### src/rtl/mem_access_unit.sv
`default_nettype none
// ============================================================================
// Module      : mem_access_unit
// Description : MEM-stage data-memory access controller. Converts EX/MEM
//               load/store controls into a ready-handshaked memory request,
//               steers byte/half/word lanes, formats load data and stalls
//               the pipeline until the memory responds or times out.
//               Optional statistics counters: define MEM_ACCESS_STATS_EN.
// Revision    : 1.0 - initial release
// ============================================================================
module mem_access_unit #(
  parameter int TIMEOUT_CYCLES = 255
) (
  input  logic        clk,
  input  logic        rst,
  input  logic        ex_mem_memread,
  input  logic        ex_mem_memwrite,
  input  logic [2:0]  ex_mem_funct3,
  input  logic [31:0] alu_result_ex_mem,
  input  logic [31:0] ex_mem_write_data,
  output logic [31:0] read_data,
  output logic        mem_stall,
  output logic        access_fault,
  output logic        dmem_req,
  output logic        dmem_we,
  output logic [31:0] dmem_addr,
  output logic [31:0] dmem_wdata,
  output logic [3:0]  dmem_wstrb,
  input  logic        dmem_ready,
  input  logic [31:0] dmem_rdata
`ifdef MEM_ACCESS_STATS_EN
  ,
  output logic [31:0] load_count,
  output logic [31:0] store_count,
  output logic [31:0] stall_count
`endif
);

  // Last WAIT-cycle count value before the access is abandoned.
  localparam logic [7:0] C_TMO_LAST = 8'(TIMEOUT_CYCLES - 1);

  typedef enum logic [1:0] {
    S_IDLE = 2'd0,
    S_WAIT = 2'd1,
    S_DONE = 2'd2
  } state_t;

  state_t      state, state_nxt;
  logic [7:0]  wait_cnt;

  // Request fields captured at issue so WAIT presents a constant request.
  logic        lat_load;
  logic [2:0]  lat_funct3;
  logic [1:0]  lat_off;
  logic [31:0] lat_addr;
  logic [31:0] lat_wdata;
  logic [3:0]  lat_wstrb;

  // Decode of the current EX/MEM instruction.
  logic        is_access;
  logic        is_load;
  logic        bad_funct3;
  logic        misaligned;
  logic        bad_access;
  logic [31:0] cur_addr;
  logic [31:0] cur_wdata;
  logic [3:0]  cur_wstrb;

  // Controls from the next-state logic.
  logic        fault_set;
  logic        capture;
  logic        latch_req;
  logic        cnt_inc;
  logic [2:0]  fmt_funct3;
  logic [1:0]  fmt_off;
  logic [31:0] rdata_shift;
  logic [31:0] load_fmt;

  assign is_access = ex_mem_memread | ex_mem_memwrite;
  assign is_load   = ex_mem_memread;
  assign cur_addr  = {alu_result_ex_mem[31:2], 2'b00};

  // Decode legality, lane strobes and replicated store data.
  always_comb begin
    bad_funct3 = 1'b0;
    misaligned = 1'b0;
    cur_wstrb  = 4'b0000;
    cur_wdata  = 32'd0;
    if (is_load) begin
      bad_funct3 = (ex_mem_funct3[1:0] == 2'b11) || (ex_mem_funct3[2] && ex_mem_funct3[1]);
    end else begin
      bad_funct3 = ex_mem_funct3[2] || (ex_mem_funct3[1:0] == 2'b11);
    end
    case (ex_mem_funct3[1:0])
      2'b01:   misaligned = alu_result_ex_mem[0];
      2'b10:   misaligned = (alu_result_ex_mem[1:0] != 2'b00);
      default: misaligned = 1'b0;
    endcase
    if (!is_load) begin
      case (ex_mem_funct3[1:0])
        2'b00: begin
          cur_wstrb = 4'b0001 << alu_result_ex_mem[1:0];
          cur_wdata = {4{ex_mem_write_data[7:0]}};
        end
        2'b01: begin
          cur_wstrb = alu_result_ex_mem[1] ? 4'b1100 : 4'b0011;
          cur_wdata = {2{ex_mem_write_data[15:0]}};
        end
        default: begin
          cur_wstrb = 4'b1111;
          cur_wdata = ex_mem_write_data;
        end
      endcase
    end
  end

  assign bad_access = bad_funct3 | misaligned;

  // Format the returned word according to size/sign and byte offset.
  assign fmt_funct3  = (state == S_WAIT) ? lat_funct3 : ex_mem_funct3;
  assign fmt_off     = (state == S_WAIT) ? lat_off    : alu_result_ex_mem[1:0];
  assign rdata_shift = dmem_rdata >> {fmt_off, 3'b000};

  always_comb begin
    case (fmt_funct3[1:0])
      2'b00:   load_fmt = {{24{~fmt_funct3[2] & rdata_shift[7]}},  rdata_shift[7:0]};
      2'b01:   load_fmt = {{16{~fmt_funct3[2] & rdata_shift[15]}}, rdata_shift[15:0]};
      default: load_fmt = dmem_rdata;
    endcase
  end

  // Next-state and request/stall outputs; nothing is driven while in reset.
  always_comb begin
    state_nxt  = state;
    dmem_req   = 1'b0;
    dmem_we    = 1'b0;
    dmem_addr  = 32'd0;
    dmem_wdata = 32'd0;
    dmem_wstrb = 4'b0000;
    mem_stall  = 1'b0;
    fault_set  = 1'b0;
    capture    = 1'b0;
    latch_req  = 1'b0;
    cnt_inc    = 1'b0;
    case (state)
      S_IDLE: begin
        if (!rst && is_access) begin
          if (bad_access) begin
            fault_set = 1'b1;
          end else begin
            dmem_req   = 1'b1;
            dmem_we    = ~is_load;
            dmem_addr  = cur_addr;
            dmem_wdata = cur_wdata;
            dmem_wstrb = cur_wstrb;
            mem_stall  = 1'b1;
            latch_req  = 1'b1;
            if (dmem_ready) begin
              state_nxt = S_DONE;
              capture   = is_load;
            end else begin
              state_nxt = S_WAIT;
            end
          end
        end
      end
      S_WAIT: begin
        if (!rst) begin
          dmem_req   = 1'b1;
          dmem_we    = ~lat_load;
          dmem_addr  = lat_addr;
          dmem_wdata = lat_wdata;
          dmem_wstrb = lat_wstrb;
          mem_stall  = 1'b1;
          if (dmem_ready) begin
            state_nxt = S_DONE;
            capture   = lat_load;
          end else if (wait_cnt == C_TMO_LAST) begin
            state_nxt = S_IDLE;
            fault_set = 1'b1;
          end else begin
            cnt_inc = 1'b1;
          end
        end
      end
      S_DONE: begin
        state_nxt = S_IDLE;
      end
      default: begin
        state_nxt = S_IDLE;
      end
    endcase
  end

  // State, fault pulse, timeout counter, captured request and load result.
  always_ff @(posedge clk) begin
    if (rst) begin
      state        <= S_IDLE;
      access_fault <= 1'b0;
      wait_cnt     <= 8'd0;
      read_data    <= 32'd0;
      lat_load     <= 1'b0;
      lat_funct3   <= 3'd0;
      lat_off      <= 2'd0;
      lat_addr     <= 32'd0;
      lat_wdata    <= 32'd0;
      lat_wstrb    <= 4'd0;
    end else begin
      state        <= state_nxt;
      access_fault <= fault_set;
      wait_cnt     <= cnt_inc ? wait_cnt + 8'd1 : 8'd0;
      if (capture) begin
        read_data <= load_fmt;
      end
      if (latch_req) begin
        lat_load   <= is_load;
        lat_funct3 <= ex_mem_funct3;
        lat_off    <= alu_result_ex_mem[1:0];
        lat_addr   <= cur_addr;
        lat_wdata  <= cur_wdata;
        lat_wstrb  <= cur_wstrb;
      end
    end
  end

`ifdef MEM_ACCESS_STATS_EN
  logic done_entry;
  logic done_load;

  assign done_entry = (state != S_DONE) && (state_nxt == S_DONE);
  assign done_load  = (state == S_WAIT) ? lat_load : is_load;

  // Completed-access and stall-cycle statistics, wrapping at 2^32.
  always_ff @(posedge clk) begin
    if (rst) begin
      load_count  <= 32'd0;
      store_count <= 32'd0;
      stall_count <= 32'd0;
    end else begin
      if (done_entry && done_load) begin
        load_count <= load_count + 32'd1;
      end
      if (done_entry && !done_load) begin
        store_count <= store_count + 32'd1;
      end
      if (mem_stall) begin
        stall_count <= stall_count + 32'd1;
      end
    end
  end
`endif

endmodule
`default_nettype wire

### config.mk
export PLATFORM = sky130hd
export DESIGN_NAME = mem_access_unit
export DESIGN_NICKNAME = d
export VERILOG_FILES = /design/src/rtl/mem_access_unit.sv
export SDC_FILE = /design/constraint.sdc
export NUM_CORES = 1
export LEC_CHECK = 0
export ABC_CLOCK_PERIOD_IN_PS = 4300
export BUFFER_PORTS_ARGS = -buffer_cell sky130_fd_sc_hd__buf_2
export CAP_MARGIN = 20
export CORE_MARGIN = 2
export CORE_UTILIZATION = 55
export DETAILED_ROUTE_END_ITERATION = 16
export PLACE_DENSITY = 0.94
export RECOVER_POWER = 25
export SETUP_SLACK_MARGIN = 0.05
export SYNTH_ARGS = -nofsm -noshare
export SYNTH_HDL_FRONTEND = slang
export SYNTH_SLANG_ARGS = --single-unit
### constraint.sdc
create_clock -name clk -period 4.3 [get_ports clk]
set_clock_uncertainty 0.2 [all_clocks]
set_input_delay 0.43 -clock clk [delete_from_list [all_inputs] [get_ports clk]]
set_output_delay 0.43 -clock clk [all_outputs]
set_load 0.03 [all_outputs]
==> run summary, run 1 <==
MaxCap Viol Count - 0
Pleak - 3.38 nW
Routed Antenna Nets - 0
CP max-delay cell - nor2_1
vias in the first global route - 6511
starting density of the core - 55.9%
ys async rst share - 0%
Post-Syn Area - 6010 um2
GR Layer Usage met3 - 15.0%
crit path cell chain - clkbuf_1, inv_1, ha_1, o21ai_0, a21bo_1, nand3_4, nor2_1, o21ai_0, nand2_1, buf_2
Pwr Density - 380 nW/um2
clk buf depth - 2
port bufs - 205
DIE WIDTH - 108 um
Worst Tran Pin Value - 0.944 ns
CTS Buf Count - 17
Die Ht - 108 um
clk_lat worst skew - 0.51 ns
Avg Synthesized Cell Area - 7.46 um2
pin count of the biggest net entering global routing - 108
Worst VDD drop - 0.000230 V
Seq/Total Area, Yosys - 38.3%
met1 usage - 36.8%
Worst Setup Start Kind - input port
CTS tree - built
via count - 6894
CP arrival - 3.10 ns
H-Tree Depth - 4
WHS - 0.0117 ns
# fillers - 765
Finished Layout Cells - 1159
synthesized flop and latch total - 115
GRT Util Overall - 33.3%
Synth Warn # - 0
RSZ-0062 raised after global routing - no
met2 usage - 53.7%
DR vias/cell - 5.95
ys flop type - dfxtp_1
DP Cell Count - 1088
most frequent cells in the layout - 229 x nand2_1, 170 x buf_2, 115 x dfxtp_1
Core Box Area - 10700 um2
CP peak stage delay - 0.68 ns
Setup TNS - 0 ns
initial antenna violation count - 1
area grow syn2layout - 32.1%
period utilisation layout - 86.8%
Die ar. - 11800 um2
routability cong. - 0.908
wire per inst - 16.8 um
EDFF count, synth - 0
Final setup viols - 0
Initial DRC Count - 702
normalized max-slew margin - 37.1%
Final min period - 3.73 ns
Max Fclk - 268 MHz
commonest non-fill, non-tap cell in the layout - nand2_1
DPL Wire Length - 11500 um
cell mode on critical path - o21ai_0
min-delay worst type - input port to register
final wirelength - 19500 um
Crit Path Class - input port to output port
share of cells above drive strength 1 - 23.4%
post-route DRC violation count - 0
first drt pass iteration count - 9
IO Pins - 208
WP data required - 3.67 ns
Final Hold Vio Count - 0
Synth Instances - 805
Final #Nets - 1116
Cell variety after synth - 54
n_diodes - 0
# clock sinks - 115
status - finished, final reports clean
num rows - 38
post-route total power - 3.01 mW
cts repair resizes - 0
Max Slew Vio Count - 0
crit path capture type - output port
clock-pin slew on the worst setup and hold paths - 0.06 ns
post-layout util - 73.8%
overflow left after global routing - 0
first-pass GRT wire length - 30700 um
clock root buffer - clkbuf_8
peak fanout along the critical path - 15
GRT Max-Usage Layer - met2
-- stage by stage --
| stage | instance area (um2) | setup WS (ns) |
|---|---|---|
| after floorplan | 6010 | 1.24 |
| after global placement | 6980 | 1.01 |
| after detailed placement | 6980 | 0.859 |
| after CTS | 7950 | 0.636 |
| after global routing | 7930 | 0.375 |
| final | 7930 | 0.567 |
-- final cells by class --
class	count	area, um2	area share, %
Multi-Input combinational cell	615	3380	42.6
Timing Repair Buffer	253	1470	18.6
Tap cell	140	175	2.21
Clock inverter	14	155	1.96
Clock buffer	18	428	5.40
Sequential cell	115	2300	29.0
Inverter	4	15.0	0.189
-- sequential cells by signal, summed over array words and instances (netlist names) --
| name | cells |
|---|---|
| lat_wdata | 32 |
| read_data | 32 |
| lat_addr | 30 |
| wait_cnt | 8 |
| lat_wstrb | 4 |
| lat_funct3 | 3 |
| lat_off | 2 |
| state | 2 |
| access_fault | 1 |
| lat_load | 1 |
-- where the power goes --
group | switching [mW] | internal (mW)
Clock | 0.520 | 0.846
Combinational | 0.340 | 0.180
Sequential | 0.0240 | 1.11
Total | 0.883 | 2.13
-- metal layers --
metal / vias to the layer above / wire length (um)
li1: 3180 / -
met1: 3160 / 7070
met2: 484 / 9410
met3: 68 / 2350
met4: 2 / 643
met5: - / 11
-- worst max-delay path, delay by kind of cell --
| family | cells | cell delay (ns) |
|---|---|---|
| AND/OR/NAND/NOR | 3 | 0.91 |
| adder cells (fa/ha/maj) | 1 | 0.39 |
| buffers and inverters | 3 | 0.59 |
| AO/OA/AOI/OAI | 3 | 0.78 |
-- timing repair --
action,in CTS,in global routing
buffers inserted,0,0
hold buffers,38,0
hold endpoints to repair,39,0
-- cells in the mapped netlist (all sizes together) (4+ instances only) --
cell type	instances	area (um2)
a211oi	15	118
a21oi	96	495
a22o	17	149
a22oi	9	67.6
a311o	7	70.1
a311oi	30	325
and2	8	50.1
buf	28	169
clkbuf	44	165
dfxtp	115	2300
ha	6	75.1
inv	4	15.0
mux2i	11	123
nand2	229	860
nand2b	9	56.3
nand3	5	25.0
nand3b	8	60.1
nor2	75	284
nor3	26	130
o21ai	33	165
-- cell families after synthesis --
family	synth area share, %
simple gates	25.9
compound gates	25.1
flops	38.3
buf+inv	5.81
mux	2.67
fa+ha+maj	1.25
xor+xnor	0.875
other cells	0.0624
-- worst paths after layout --
| check | from | end | slack, ns | cells after the start |
|---|---|---|---|---|
| worst max-delay path | ex_mem_funct3[1] | dmem_wstrb[1] | 0.57 | 10 |
| worst min-delay path | dmem_rdata[25] | read_data[25] | 0.01 | 3 |
| worst max register to register | state[0] | read_data[21] | 0.94 | 7 |
| worst min register to register | lat_off[0] | lat_off[0] | 0.25 | 2 |
No activity file was read; power rests on OpenSTA's default activity.
==> run 2: changes to the inputs <==
--- a/config.mk
+++ b/config.mk
@@ -8,10 +8,12 @@
 export ABC_CLOCK_PERIOD_IN_PS = 4300
 export BUFFER_PORTS_ARGS = -buffer_cell sky130_fd_sc_hd__buf_2
 export CAP_MARGIN = 20
+export CELL_PAD_IN_SITES_DETAIL_PLACEMENT = 1
+export CELL_PAD_IN_SITES_GLOBAL_PLACEMENT = 1
 export CORE_MARGIN = 2
-export CORE_UTILIZATION = 55
+export CORE_UTILIZATION = 38
 export DETAILED_ROUTE_END_ITERATION = 16
-export PLACE_DENSITY = 0.94
+export PLACE_DENSITY = 0.92
 export RECOVER_POWER = 25
 export SETUP_SLACK_MARGIN = 0.05
 export SYNTH_ARGS = -nofsm -noshare
==> run summary, run 2 (synthesized netlist as in run 1, its figures left out) <==
RSZ-0062 raised after global routing - no
Pwr Density - 427 nW/um2 (+12%)
top flop regs - lat_wdata: 32 flops, read_data: 32 flops, lat_addr: 30 flops
starting density of the core - 39.2% (-17 points)
CP arrival - 2.85 ns (-0.25 ns)
GRT Util Overall - 24.9% (-8.4 points)
Setup TNS - 0 ns (unchanged)
Core Box Area - 15300 um2 (+43%)
initial antenna violation count - 2 (+1)
Pleak - 3.30 nW (-2.5%)
DR WL met2 - 10300 um (+9.7%)
Worst Setup Start Kind - register
first drt pass iteration count - 5 (-4)
via count - 6523 (-5.4%)
R2R depth - 6 (-1)
Max Slew Vio Count - 0 (unchanged)
post-layout util - 50.6% (-23 points)
clock power share - 50.9% (+5.6 points)
num rows - 45 (+18%)
clk_lat worst skew - 0.42 ns (-0.09 ns)
hold path endpoint - state[0]
Routed Antenna Nets - 0 (unchanged)
Crit Path Class - register to output port
first-pass GRT wire length - 33000 um (+7.2%)
Final min period - 3.48 ns (-0.253 ns)
CTS tree - built
Final Hold Vio Count - 0 (unchanged)
Psw - 0.858 mW (-2.8%)
Post-CTS Setup Bufs - 0 (unchanged)
MaxCap Viol Count - 0 (unchanged)
IO Pins - 208 (unchanged)
vias in the first global route - 6288 (-3.4%)
Int Power - 2.45 mW (+15%)
Max Fclk - 287 MHz (+7.3%)
commonest non-fill, non-tap cell in the layout - nand2_1
CP peak stage delay - 0.76 ns (+0.08 ns)
# fillers - 1954 (+160%)
DR top layer - met5
cts repair resizes - 0 (unchanged)
wire per inst - 17.5 um (+4.3%)
min-delay worst type - input port to register
sequential power share - 34.1% (-3.4 points)
R2R Setup Slk - 1.28 ns (+0.34 ns)
port bufs - 205 (unchanged)
net switching fraction of the power - 25.9% (-3.4 points)
Routed met1 length - 8390 um (+19%)
dpl ws - 0.998 ns (+0.140 ns)
WP data required - 3.67 ns (about the same)
Final WS setup - 0.820 ns (+0.253 ns)
period utilisation layout - 80.9% (-5.9 points)
crit path capture type - output port
post-route DRC violation count - 0 (unchanged)
overflow left after global routing - 0 (unchanged)
DPL Wire Length - 14200 um (+23%)
Critical Path Start - state[0]
Final setup viols - 0 (unchanged)
# clock sinks - 115 (unchanged)
metal3 WL - 1840 um (-22%)
Die Ht - 130 um (+20%)
DIE WIDTH - 130 um (+20%)
H-Tree Depth - 4 (unchanged)
share of cells above drive strength 1 - 24.5% (+1.1 points)
pin count of the biggest net entering global routing - 77 (-29%)
Die ar. - 16800 um2 (+43%)
clk buf depth - 2 (unchanged)
routability cong. - 0.814 (-10%)
min-delay src - dmem_ready
Worst Tran Pin Value - 0.841 ns (-0.103 ns)
CTS Hold Bufs - 0 (-100%)
combinational power share - 14.9% (-2.3 points)
clock-pin slew on the worst setup and hold paths - 0.05 ns (about the same)
area grow syn2layout - 29.1%
cell mode on critical path - nand2_1
status - finished, final reports clean
Final #Nets - 1082 (-3.0%)
most frequent cells in the layout - 229 x nand2_1, 171 x buf_2, 115 x dfxtp_1
worst hold path depth - 2 (-1)
clock root buffer - clkbuf_16
final wirelength - 21000 um (+7.6%)
crit path cell chain - nand2b_1, nor2_4, buf_4, nand2_1, nand2_1, buf_2
Worst VDD drop - 0.000323 V (+40%)
Multi-input gate area - 3380 um2 (unchanged)
worst r2r src - state[0]
Initial DRC Count - 482 (-31%)
normalized max-slew margin - 43.9% (+6.9 points)
CP max-delay cell - nor2_4
register area - 2300 um2 (unchanged)
peak fanout along the critical path - 31 (+16)
CTS Buf Count - 17 (unchanged)
reg2reg end - read_data[17]
DR vias/cell - 5.45 (-8.3%)
n_diodes - 0 (unchanged)
run 2: cell types whose count changed in the layout (fill, tap and decap cells not counted), moves of 2 or more:
cell,delta
dlygate4sd3_1,-38
buf_4,+6
bufinv_16,+5
clkinv_4,-5
inv_6,-3
clkinvlp_4,-2
run 2: metrics by stage:
step	power [mW]	hold WS [ns]	cell area (um2)	cells
floorplan	1.48	0.230	6010	806
global placement	1.63	0.240	7100	1164
detailed placement	1.64	0.247	7100	1164
CTS	3.33	0.0320	7800	1196
global route	3.42	0.0497	7750	1196
finish	3.31	0.0437	7750	1196
run 2: layout make-up:
cell class              count  share of cell area (%)
flip-flops and latches    115                    29.7
inverters                   4                   0.194
multi-input cells         615                    43.6
well taps                 211                    3.40
clock inverters            10                    2.90
repair buffers            219                    14.1
clock buffers              22                    6.11
run 2: power by group through the flow:
stage / Clock (mW) / Sequential, mW / Combinational (mW)
CTS: 1.70 / 1.13 / 0.499
finish: 1.68 / 1.13 / 0.495
floorplan: 0 / 1.17 / 0.307
global route: 1.74 / 1.13 / 0.540
global placement: 0 / 1.15 / 0.483
detailed placement: 0 / 1.15 / 0.492
run 2: worst max-delay path: cells and delay by family, from the launching register on:
family | cells | cell delay (ns)
buf+inv | 2 | 0.61
flops | 1 | 0.44
simple gates | 4 | 1.35
run 2: routing by layer:
layer / global-route usage [%] / up-vias
met3: 7.63 / 36
met4: 8.60 / 2
met2: 42.3 / 260
met5: 0 / -
li1: - / 3119
met1: 30.1 / 3106
run 2: how the worst max path moves through the flow:
stage	endpoint	slack, ns	depth (start not counted)
after floorplan	dmem_wdata[12]	1.24	10
after global placement	dmem_wstrb[1]	1.12	11
after detailed placement	read_data[24]	1.0	10
after CTS	dmem_addr[30]	0.80	6
after global routing	dmem_addr[30]	0.58	6
final	dmem_addr[30]	0.82	6
